==> src/rtl/baton_pkg.sv <==
// Shared types and constants for the beat tempo estimator.
package baton_pkg;

    // Default width of the interval counter and of the period output.
    localparam int BEAT_CNT_W = 24;

    // Tracking state: nothing seen, buffer filling, buffer full.
    typedef enum logic [1:0] {
        ST_IDLE  = 2'd0,
        ST_PRIME = 2'd1,
        ST_TRACK = 2'd2
    } beat_state_e;

endpackage

==> src/rtl/interval_avg4.sv <==
// Four-entry circular interval buffer with a two-stage moving average.
// The sum is formed from the buffer contents as they will be after the
// current write, so the averaged value appears two cycles after the strobe.
module interval_avg4
    import baton_pkg::*;
#(
    parameter int W = BEAT_CNT_W
) (
    input  logic         i_clk,
    input  logic         i_rst,
    input  logic         i_clr,       // drop pointer and validity (tracking lost)
    input  logic         i_wr,        // store i_interval at the write pointer
    input  logic         i_full,      // this write leaves four valid entries
    input  logic [W-1:0] i_interval,
    output logic [W-1:0] o_avg,
    output logic         o_valid
);

    logic [W-1:0] r_buf [4];
    logic [1:0]   r_ptr;
    logic [W+1:0] r_sum;
    logic         r_sum_vld;
    logic [W-1:0] r_avg;
    logic         r_valid;
    logic [W+1:0] w_sum_next;

    // Sum of the buffer with the incoming interval substituted at the pointer.
    always_comb begin
        w_sum_next = '0;
        for (int i = 0; i < 4; i++) begin
            if (r_ptr == 2'(i)) begin
                w_sum_next = w_sum_next + {2'b00, i_interval};
            end else begin
                w_sum_next = w_sum_next + {2'b00, r_buf[i]};
            end
        end
    end

    // Buffer write, sum stage and divide-by-four stage.
    always_ff @(posedge i_clk) begin
        if (i_rst) begin
            for (int i = 0; i < 4; i++) begin
                r_buf[i] <= '0;
            end
            r_ptr     <= '0;
            r_sum     <= '0;
            r_sum_vld <= 1'b0;
            r_avg     <= '0;
            r_valid   <= 1'b0;
        end else begin
            r_sum_vld <= 1'b0;
            if (i_clr) begin
                r_ptr   <= '0;
                r_valid <= 1'b0;
            end else begin
                if (i_wr) begin
                    r_buf[r_ptr] <= i_interval;
                    r_ptr        <= r_ptr + 2'd1;
                    r_sum        <= w_sum_next;
                    r_sum_vld    <= i_full;
                end
                if (r_sum_vld) begin
                    r_avg   <= W'(r_sum >> 2);
                    r_valid <= 1'b1;
                end
            end
        end
    end

    assign o_avg   = r_avg;
    assign o_valid = r_valid;

endmodule

==> src/rtl/beat_tempo_estimator.sv <==
// Beat tempo estimator: measures the spacing of baton direction-change
// pulses, averages the last four intervals and emits subdivision ticks
// phase-locked to incoming beats.
module beat_tempo_estimator
    import baton_pkg::*;
#(
    parameter int CNT_W       = BEAT_CNT_W,
    parameter int MIN_BEAT    = 16,
    parameter int MAX_BEAT    = 2**CNT_W - 1,
    parameter int SUBDIV_LOG2 = 2
) (
    input  logic             clk_camera_in,
    input  logic             rst_in,
    input  logic             beat_in,
    output logic [CNT_W-1:0] period_out,
    output logic             period_valid_out,
    output logic             tick_out,
    output logic             timeout_out,
    output logic [1:0]       state_dbg_out
);

    localparam logic [CNT_W-1:0] MIN_C = CNT_W'(MIN_BEAT);
    localparam logic [CNT_W-1:0] MAX_C = CNT_W'(MAX_BEAT);

    beat_state_e      r_state;
    beat_state_e      w_state_next;
    logic [CNT_W-1:0] r_cnt;
    logic [2:0]       r_fill;
    logic             r_timeout;
    logic [CNT_W-1:0] r_phase;

    logic             w_timeout;
    logic             w_accept;
    logic             w_store;
    logic             w_realign;
    logic             w_full;
    logic [CNT_W-1:0] w_avg;
    logic             w_avg_valid;
    logic [CNT_W-1:0] w_sub;
    logic             w_wrap;

    // Beat qualification: debounce outside IDLE, and a timeout beat restarts
    // the sequence instead of being stored.
    always_comb begin
        w_timeout = (r_state != ST_IDLE) && (r_cnt == MAX_C);
        w_accept  = beat_in && ((r_state == ST_IDLE) || (r_cnt >= MIN_C));
        w_store   = w_accept && (r_state != ST_IDLE) && !w_timeout;
        w_realign = w_store && (r_state == ST_TRACK);
        w_full    = (r_fill >= 3'd3);
    end

    // Next-state logic.
    always_comb begin
        w_state_next = r_state;
        case (r_state)
            ST_IDLE: begin
                if (w_accept) w_state_next = ST_PRIME;
            end
            ST_PRIME: begin
                if (w_timeout) w_state_next = beat_in ? ST_PRIME : ST_IDLE;
                else if (w_store && (r_fill == 3'd3)) w_state_next = ST_TRACK;
            end
            ST_TRACK: begin
                if (w_timeout) w_state_next = beat_in ? ST_PRIME : ST_IDLE;
            end
            default: w_state_next = ST_IDLE;
        endcase
    end

    // State register, interval counter, fill count and timeout pulse.
    always_ff @(posedge clk_camera_in) begin
        if (rst_in) begin
            r_state   <= ST_IDLE;
            r_cnt     <= '0;
            r_fill    <= '0;
            r_timeout <= 1'b0;
        end else begin
            r_state   <= w_state_next;
            r_timeout <= w_timeout;
            if (w_accept) begin
                r_cnt <= CNT_W'(1);
            end else if (r_cnt != MAX_C) begin
                r_cnt <= r_cnt + CNT_W'(1);
            end
            if (w_timeout) begin
                r_fill <= '0;
            end else if (w_store && (r_fill != 3'd4)) begin
                r_fill <= r_fill + 3'd1;
            end
        end
    end

    interval_avg4 #(
        .W (CNT_W)
    ) u_avg (
        .i_clk      (clk_camera_in),
        .i_rst      (rst_in),
        .i_clr      (w_timeout),
        .i_wr       (w_store),
        .i_full     (w_full),
        .i_interval (r_cnt),
        .o_avg      (w_avg),
        .o_valid    (w_avg_valid)
    );

    // Subdivision wrap detection; >= keeps the phase bounded if the period shrinks.
    always_comb begin
        w_sub  = period_out >> SUBDIV_LOG2;
        w_wrap = period_valid_out && (w_sub != '0) && (r_phase >= w_sub - CNT_W'(1));
    end

    // Phase counter: held at zero while invalid, restarted on wrap or beat.
    always_ff @(posedge clk_camera_in) begin
        if (rst_in) begin
            r_phase <= '0;
        end else if (!period_valid_out || w_realign || w_wrap) begin
            r_phase <= '0;
        end else begin
            r_phase <= r_phase + CNT_W'(1);
        end
    end

    assign period_out       = w_avg;
    assign period_valid_out = w_avg_valid;
    assign tick_out         = period_valid_out && (w_sub != '0) && (w_realign || w_wrap);
    assign timeout_out      = r_timeout;
    assign state_dbg_out    = r_state;

endmodule

==> config.mk <==
export PLATFORM = sky130hd
export DESIGN_NAME = beat_tempo_estimator
export DESIGN_NICKNAME = d
export VERILOG_FILES = /design/src/rtl/baton_pkg.sv /design/src/rtl/interval_avg4.sv /design/src/rtl/beat_tempo_estimator.sv
export SDC_FILE = /design/constraint.sdc
export NUM_CORES = 1
export LEC_CHECK = 0
export BUFFER_PORTS_ARGS = -buffer_cell sky130_fd_sc_hd__buf_2
export CAP_MARGIN = 20
export CORE_ASPECT_RATIO = 0.7
export CORE_UTILIZATION = 35
export CTS_BUF_LIST = sky130_fd_sc_hd__clkbuf_8
export DETAILED_ROUTE_END_ITERATION = 12
export PLACE_DENSITY = 0.56
export SKIP_LAST_GASP = 1
export SLEW_MARGIN = 25
export SYNTH_ARGS = -nofsm -noshare
export SYNTH_HDL_FRONTEND = slang
export SYNTH_SLANG_ARGS = --single-unit
==> constraint.sdc <==
create_clock -name clk_camera_in -period 9.9 [get_ports clk_camera_in]
set_clock_uncertainty 0.05 [all_clocks]
set_input_delay 1.98 -clock clk_camera_in [delete_from_list [all_inputs] [get_ports clk_camera_in]]
set_output_delay 1.98 -clock clk_camera_in [all_outputs]
set_load 0.02 [all_outputs]
==> impl_results.md <==
- VDD IR max: 0.0000884 V
- Starting Density: 0.356
- All-Layer GR Usage: 0.175
- Net Switching: 0.604 mW
- Routed wire length: 33300 µm
- CTS buffer count: 37
- Cell Pwr Density: 145 nW/µm²
- Logic pwr share: 0.173
- Post-Syn Instances: 1403
- Clock Sinks: 202
- Outcome: finished, final reports clean
- Fin util: 0.393
- Worst EP arrival: 7.52 ns
- Ys async rst share: 0
- I/O pins: 32
- Pre-antenna DRT Iters: 7
- Dominant synthesized flop cell: dfxtp_1
- Worst slew pin tran: 0.902 ns
- Drc violations: 0
- Yosys warns: 0
- Post-synth top area share: 0.218
- DIE WIDTH: 234 µm
- Final period util: 0.717
- CP max FO: 24
- Final net count: 1534
- Critical-path top delay cell: dfxtp_1
- I/O Buffers: 31
- Syn nets: 1520
- Root Buffer: clkbuf_8
- Antenna Nets Post-Route: 0
- Commonest non-fill, non-tap cell in the layout: nand2_1
- Sequential share of power: 0.427
- #FFs+latches synth: 202
- P_int: 1.53 mW
- Full die area: 38600 µm²
- Ant. Diodes: 0
- Row Count: 59
- WP data required: 10.32 ns
- Initial drt markers: 694
- Slew Limit Fails: 0
- Clock Path Buffers: 3
- RSZ-0062 raised after global routing: no
- Final setup violation count: 0
- Worst-path clk slew: 0.06 ns
- RD Place Congestion: 0.881
- Final hold violation count: 0
- Core Box Area: 37200 µm²
- Synthesized area per cell: 9.43 µm²
- CP endpoint kind: flop
- Crit path top cell by count: ha_1
- Vias in the first global route: 9465
- Skew-Pair Late Insertion Delay: 0.56 ns
- Critical path type: flop to flop
- Largest net degree at the start of global routing: 62
- Vias/cell: 5.21
- DP HPWL: 23900 µm
- Crit-path max cell delay: 0.66 ns
- Most frequent cells in the layout: 136 x nand2_1, 118 x nor2_1, 112 x ha_1
- Startpoint types: flop
- Static leakage: 6.05 nW
- Slew headroom: 0.399
- Synthesized cell area: 13200 µm²
- CTS tree: done
- Initial antenna violation count: 1
- Post-CTS Setup Inserts: 0
- Via count: 10.1k
- Sequential-to-total area share from yosys stat: 0.378
- Die height: 165 µm
- TNS Setup: 0 ns
- Synth area leaders: edfxtp_1 22%, dfxtp_1 16%, ha_1 11%
- Area leader, netlist: edfxtp_1
- CTS Hold Bufs: 0
- H-tree depth: 2
- Hold Path Class: flop to flop
- Synth cell types: 67
- WL/cell: 17.2 µm
- GR Overflow Total: 0
- Post-cts gate resize count: 0
- Switching part of the total: 0.284
- Maxcap violations: 0
- Area Overhead vs Synth: 10.6%
- Clock Power Share: 0.400
- Period minus WS final: 7.10 ns
- Post-synth EDFFs: 96
- First-pass GRT wire length: 53100 µm
- Share of cells above drive strength 1: 0.157
- Achievable Freq: 141 MHz
## cell type report
cell class	instances	area [µm²]
clock buffers	49	674
clock inverters	19	106
fillers	3753	22600
inverters	42	158
multi-input cells	1090	7830
flip-flops and latches	202	5000
well taps	488	611
repair buffers	44	253
## logic make-up after synthesis
| group | Yosys count | synth area share |
|---|---|---|
| adder cells (fa/ha/maj) | 114 | 0.109 |
| AO/OA/AOI/OAI | 257 | 0.131 |
| buffers and inverters | 111 | 0.0326 |
| AND/OR/NAND/NOR | 505 | 0.189 |
| multiplexers | 98 | 0.0835 |
| flip-flops | 202 | 0.378 |
| XOR/XNOR | 116 | 0.0773 |
## worst max-delay path, delay by kind of cell, from the launching register on
kind | cells | cell delay (ns)
compound gates | 16 | 3.36
fa+ha+maj | 5 | 1.53
flops | 1 | 0.66
buf+inv | 3 | 0.55
xor+xnor | 2 | 0.29
mux | 1 | 0.28
simple gates | 3 | 0.28
## stage by stage
step | hold slack (ns) | cells | power, mW | worst slack, ns | area (µm²)
4_1_cts | 0.404 | 1934 | 2.16 | 2.89 | 14600
6_report | 0.401 | 1934 | 2.13 | 2.80 | 14600
3_5_place_dp | 0.393 | 1866 | 1.29 | 2.95 | 13900
3_3_place_gp | 0.394 | 1866 | 1.29 | 3.10 | 13800
5_1_grt | 0.419 | 1934 | 2.24 | 2.33 | 14600
2_1_floorplan | 0.382 | 1403 | 1.22 | 3.56 | 13200
## metal layers
| layer | GRT usage | wire length [µm] |
|---|---|---|
| met1 | 0.277 | 18300 |
| met2 | 0.242 | 13100 |
| met3 | 0.0285 | 1410 |
| met4 | 0.0419 | 499 |
| met5 | 0 | 0 |
## cell usage after synthesis, drive strengths merged, types with 3 or more instances
library cell    n
edfxtp         96
a21oi         110
nand3b          4
a211oi          5
nand2b         12
and4            5
nand3          26
xor2           44
mux2           96
o2111ai         3
dfxtp         106
or4             4
nand2         136
o21ai          36
a221o           3
nor4           25
o21a           24
or2             4
a31oi           4
and3b           3
nor3           21
xnor2          72
clkbuf         61
inv            42
and2           86
ha            112
or3            10
o31ai           3
a21boi          5
o21bai          8
buf             8
and3           15
a21o           30
o211a           3
nor2b          15
nor2          118
o31a            3
a2111oi         3
nand4          21
## state kept, by name, indices dropped and copies added (netlist names)
name             count
state_dbg_out        2
u_avg.o_valid        1
u_avg.r_buf         96
u_avg.o_avg         24
r_fill               3
r_phase             24
u_avg.r_ptr          2
timeout_out          1
r_cnt               24
u_avg.r_sum         24
u_avg.r_sum_vld      1
## power groups by stage
stage	registers [mW]	clock network, mW	logic [mW]
floorplan	0.922	0	0.295
global placement	0.927	0	0.363
detailed placement	0.928	0	0.366
CTS	0.910	0.877	0.369
global route	0.912	0.915	0.411
finish	0.910	0.852	0.368
## worst paths after layout
path	to	depth (start not counted)	slack [ns]	from
hold / removal	u_avg.o_avg[10]	2	0.40	u_avg.r_sum[12]
hold reg to reg	u_avg.o_avg[10]	2	0.40	u_avg.r_sum[12]
setup / recovery	u_avg.r_sum[25]	30	2.80	u_avg.r_ptr[0]
setup reg to reg	u_avg.r_sum[25]	30	2.80	u_avg.r_ptr[0]
No activity file was read; power rests on OpenSTA's default activity.
